**config.mk**
```make
export PLATFORM = sky130hd
export DESIGN_NAME = cache_refill_ctrl
export DESIGN_NICKNAME = d
export VERILOG_FILES = /design/src/rtl/cache_refill_ctrl.sv
export SDC_FILE = /design/constraint.sdc
export NUM_CORES = 1
export LEC_CHECK = 0
export BUFFER_PORTS_ARGS = -buffer_cell sky130_fd_sc_hd__buf_2
export CAP_MARGIN = 5
export CORE_ASPECT_RATIO = 1.4
export CORE_MARGIN = 2
export CORE_UTILIZATION = 52
export CTS_CLUSTER_DIAMETER = 150
export DETAILED_ROUTE_END_ITERATION = 12
export PLACE_DENSITY = 0.74
export SYNTH_ARGS = -nofsm -noshare
export SYNTH_HDL_FRONTEND = slang
export SYNTH_SLANG_ARGS = --single-unit
```
**constraint.sdc**
```tcl
create_clock -name clk -period 2 [get_ports clk]
set_clock_uncertainty 0.1 [all_clocks]
set_input_delay 0 -clock clk [delete_from_list [all_inputs] [get_ports clk]]
set_output_delay 0 -clock clk [all_outputs]
set_load 0.01 [all_outputs]
```
**src/rtl/cache_refill_ctrl.sv**
```systemverilog
// cache_refill_ctrl: miss handling for a 2-way, 8-set cache with 4-word lines.
// Tracks per-set valid bits and a FIFO eviction pointer, resolves hit/miss from
// the raw tag compare, runs the line refill from memory and replays the lookup.
// All state updates on the falling edge of clk; reset is synchronous, active-high.
// Optional feature: define MISS_COUNT_EN to add the saturating 16-bit miss_count output.
module cache_refill_ctrl (
  input  logic        clk,
  input  logic        reset,
  input  logic        cpu_req,
  input  logic [2:0]  cpu_index,
  input  logic [1:0]  tag_match,
  input  logic        inval,
  output logic        cpu_ready,
  output logic        cpu_way,
  output logic        cpu_miss,
  output logic        busy,
  output logic        mem_req,
  input  logic        mem_ack,
  input  logic        mem_valid,
  output logic [2:0]  mem_index,
  output logic        arr_we,
  output logic        arr_way,
  output logic [1:0]  arr_word,
  output logic        tag_we
`ifdef MISS_COUNT_EN
  ,
  output logic [15:0] miss_count
`endif
);

  typedef enum logic [2:0] {
    IDLE   = 3'd0,
    LOOKUP = 3'd1,
    MREQ   = 3'd2,
    FILL   = 3'd3,
    UPDATE = 3'd4
  } state_t;

  state_t      state;
  state_t      state_n;
  logic [7:0]  valid [2];
  logic [7:0]  ptr;
  logic [2:0]  idx;
  logic        victim;
  logic [1:0]  cnt;
  logic        miss_flag;

  logic [1:0]  hit;
  logic        any_hit;
  logic        victim_sel;

  // Hit qualification and victim choice for the latched set: invalid ways first, then FIFO.
  always_comb begin
    hit        = tag_match & {valid[1][idx], valid[0][idx]};
    any_hit    = |hit;
    victim_sel = 1'b0;
    if (!valid[0][idx]) begin
      victim_sel = 1'b0;
    end else if (!valid[1][idx]) begin
      victim_sel = 1'b1;
    end else begin
      victim_sel = ptr[idx];
    end
  end

  // Next-state and strobe decode; every strobe is a pure function of state and inputs.
  always_comb begin
    state_n   = state;
    cpu_ready = 1'b0;
    cpu_way   = 1'b0;
    cpu_miss  = 1'b0;
    mem_req   = 1'b0;
    arr_we    = 1'b0;
    tag_we    = 1'b0;
    case (state)
      IDLE: begin
        if (!inval && cpu_req) begin
          state_n = LOOKUP;
        end
      end
      LOOKUP: begin
        if (any_hit) begin
          cpu_ready = 1'b1;
          cpu_way   = ~hit[0];
          cpu_miss  = miss_flag;
          state_n   = IDLE;
        end else begin
          state_n = MREQ;
        end
      end
      MREQ: begin
        mem_req = 1'b1;
        if (mem_ack) begin
          state_n = FILL;
        end
      end
      FILL: begin
        if (mem_valid) begin
          arr_we = 1'b1;
          if (cnt == 2'd3) begin
            state_n = UPDATE;
          end
        end
      end
      UPDATE: begin
        tag_we  = 1'b1;
        state_n = LOOKUP;
      end
      default: begin
        state_n = IDLE;
      end
    endcase
  end

  assign busy      = (state != IDLE);
  assign mem_index = idx;
  assign arr_way   = victim;
  assign arr_word  = cnt;

  // State register plus valid/FIFO bookkeeping, latched index, victim and beat counter.
  always_ff @(negedge clk) begin
    if (reset) begin
      state     <= IDLE;
      valid[0]  <= 8'h00;
      valid[1]  <= 8'h00;
      ptr       <= 8'h00;
      idx       <= 3'd0;
      victim    <= 1'b0;
      cnt       <= 2'd0;
      miss_flag <= 1'b0;
    end else begin
      state <= state_n;
      case (state)
        IDLE: begin
          if (inval) begin
            valid[0] <= 8'h00;
            valid[1] <= 8'h00;
            ptr      <= 8'h00;
          end else if (cpu_req) begin
            idx       <= cpu_index;
            miss_flag <= 1'b0;
          end
        end
        LOOKUP: begin
          if (!any_hit) begin
            victim    <= victim_sel;
            miss_flag <= 1'b1;
          end
        end
        MREQ: begin
          if (mem_ack) begin
            cnt <= 2'd0;
          end
        end
        FILL: begin
          if (mem_valid) begin
            cnt <= cnt + 2'd1;
          end
        end
        UPDATE: begin
          valid[victim][idx] <= 1'b1;
          ptr[idx]           <= ~victim;
        end
        default: begin
        end
      endcase
    end
  end

`ifdef MISS_COUNT_EN
  function automatic logic [15:0] sat_inc16(input logic [15:0] v);
    return (v == 16'hFFFF) ? v : v + 16'd1;
  endfunction

  // Miss counter: bumps on every LOOKUP that falls through to MREQ; only reset clears it.
  always_ff @(negedge clk) begin
    if (reset) begin
      miss_count <= 16'd0;
    end else if (state == LOOKUP && !any_hit) begin
      miss_count <= sat_inc16(miss_count);
    end
  end
`endif

endmodule

```
==> run metrics <==
status finished with violations; failing checks negative setup slack; non-filler cells, final 326; first drt pass iteration count 4; DP HPWL 3291 um; Worst VDD drop 0.6251 mV; Vias 1949; DP Worst Slack -0.6363 ns; largest family of logic cells by synthesized area simple AND/OR/NAND/NOR gates; simple logic cell fraction of the synthesized area 23.39%; Syn Inst Count 194; CTS tree done; critical path data arrival time 2.95 ns; vias in the first global route between 1500 and 2000; wire length on met2 3018 um; worst-path fanout max 6; port bufs 23; Hold Crit Class in2out; vias per cell approximately 6; die area 3685 um^2; total gr overflow 0; Final Hold Slack 0.2984 ns; Num CTS Buffers 5; initial antenna violation count 0; synth cell count leaders dfxtp_1, nor2_1, nand2_1, mux2i_1, o21ai_0; Slew Viols, Final 0; Root Driver clkbuf_8; Hold Crit Depth 4; post-route setup slack -1.046 ns; core area 3093 um^2; # setup viols final 10; RSZ-0062 raised after global routing yes; async set-reset flop share out of synthesis 0%; Die Wd slightly above 50 um; uppermost layer routed met4; Netlist cell types 40; met3 routed WL 395 um; GPL Wtd Cong 0.9086; Post-synth EDFFs 0; Initial Util 53.96%; FP Rows 24; largest net degree at the start of global routing 14; Setup CP Type reg2out; #FFs+latches synth 34; Register-to-Register Path Depth 8; CP required 1.90 ns; Net count, final just under 300; HP Start tag_match[0]; Synth Area in Adders 0.7496%; setup slack, reg-to-reg 0.03 ns; M1 wire length 2163 um; GRT Overall Usage 29.88%; DRC 0; CP Launch Type flip-flop; Hold Buf Count CTS 0; Placed Instances 274; wirelength, routed roughly 6000 um; synth-to-layout area growth 52.32%; die height 71.04 um; Critical Path End Type primary output; Register Area 703.2 um^2; worst reg2reg endpoint arr_way; count leader, synth dfxtp_1; syn nets 206; crit path to cpu_miss; fillers around 160; Seq/Total Area, Yosys between 40% and 50%; clock buffer depth 2; # Max-Cap Violations 0; final hold vios 0; top cells by area, synth dfxtp_1, mux2i_1, nor2_1; worst r2r src mem_index[0]; worst slew pin tran between 0.4 and 0.5 ns; multi-input logic area between 1000 and 1500 um^2; compound-gate portion of the synthesized area 18.52%; htree depth 2; Ys Warns 0; Clock Sinks 34; DR WL/cell 18.21 um; clock-pin transition on the worst setup and hold timing paths 0.05 ns; P_leak 0.001172 uW; max_slew headroom 69.14%; number of diodes 0; global-route wire length before repair 8169 um; final core area utilization 82.20%; mux cell area share after synthesis 11.54%; pwr/cell area 747.6 nW/um^2; Worst-Skew Late Latency 0.38 ns; Initial DRC Count 96; I/O pin cnt 24; share of layout cells above drive strength 1 37.63%; Final ANT Viol Nets 0; syn avg cell area 8.604 um^2; Main synth FF type dfxtp_1; mapped cell area 1669 um^2; Synth Area in XOR/XNOR 0%; leading area contributor after synthesis dfxtp_1; Worst Setup SP mem_index[0]; post-synth top area share 40.78%
[per-layer routing]
metal	vias to the layer above	GRT usage (%)
met1	925	30.69
met5	-	0
li1	871	-
met4	0	15.50
met2	109	52.46
met3	44	9.283
[power by group]
group | switching (uW) | total, uW | internal, uW
combinational | 132 | 255 | 123
sequential | 17.2 | 708 | 691
clock | 483 | 938 | 455
[how the worst min path moves through the flow]
stage	slack (ns)	to
2_1_floorplan	0.03	cpu_way
4_1_cts	0.29	cpu_ready
6_report	0.30	cpu_ready
5_1_grt	0.31	cpu_ready
3_5_place_dp	0.29	cpu_ready
3_3_place_gp	0.28	cpu_ready
[repair_timing]
item                                   CTS  global route
endpoints found under the hold margin    0             0
pin swaps                                2             3
gates cloned                             0             0
setup endpoints to repair               11            12
setup buffers                            9             4
resized for setup                       26            13
[critical path, cell delays in order (launching register included)]
cell and delay [ns]:
dfxtp_4 0.41, buf_12 0.14, mux2i_2 0.23, o22ai_2 0.13, o31ai_4 0.31, a21oi_4 0.10
and2_4 0.14, buf_6 0.11
[cells by family (layout without fill, tap and decap cells)]
family / Yosys count / count (layout)
adder cells (fa/ha/maj): 1 / 1
buffers and inverters: 17 / 110
flip-flops: 34 / 34
AO/OA/AOI/OAI: 45 / 45
AND/OR/NAND/NOR: 79 / 79
multiplexers: 18 / 18
[sequential cells by signal, summed over array words and instances, names as in the netlist]
name       cells
arr_way        1
arr_word       2
mem_index      3
miss_flag      1
ptr            8
state          3
valid         16
[through the flow]
| stage | power (uW) | TNS [ns] | instance area [um^2] |
|---|---|---|---|
| 2_1_floorplan | 944.2 | -2.020 | 1745 |
| 3_3_place_gp | 1021 | -3.518 | 2067 |
| 3_5_place_dp | 1027 | -4.024 | 2067 |
| 4_1_cts | 1843 | -4.146 | 2460 |
| 5_1_grt | 1998 | -4.867 | 2542 |
| 6_report | 1901 | -4.657 | 2542 |
[cell usage in the layout, fill, tap and decap left out, types with 2 or more instances in the layout]
cell type,n
a22oi_1,2
nand2_1,18
inv_1,38
mux2i_2,2
buf_2,16
nor2_1,23
nand2b_1,3
a311oi_1,2
dfxtp_2,3
nor3_1,5
buf_4,33
nand3b_1,4
buf_6,14
clkbuf_8,5
mux2i_1,14
a22o_1,7
a21oi_2,6
a21oi_1,3
nand2b_4,2
nor2b_1,2
dfxtp_4,5
or3_1,2
dfxtp_1,26
nor2b_4,2
nand2_2,2
o21ai_0,12
a31oi_1,3
o31ai_1,2
nand3_1,4
[final cells by class]
cell class	count	share of cell area [%]
sequential	34	27.66
multi-input combinational	143	40.60
timing repair buffer	64	19.88
clock inverter	37	6.545
inverter	4	0.6890
tap	39	1.919
clock buffer	5	2.707
Note: power is estimated with default switching activity, not from simulation.
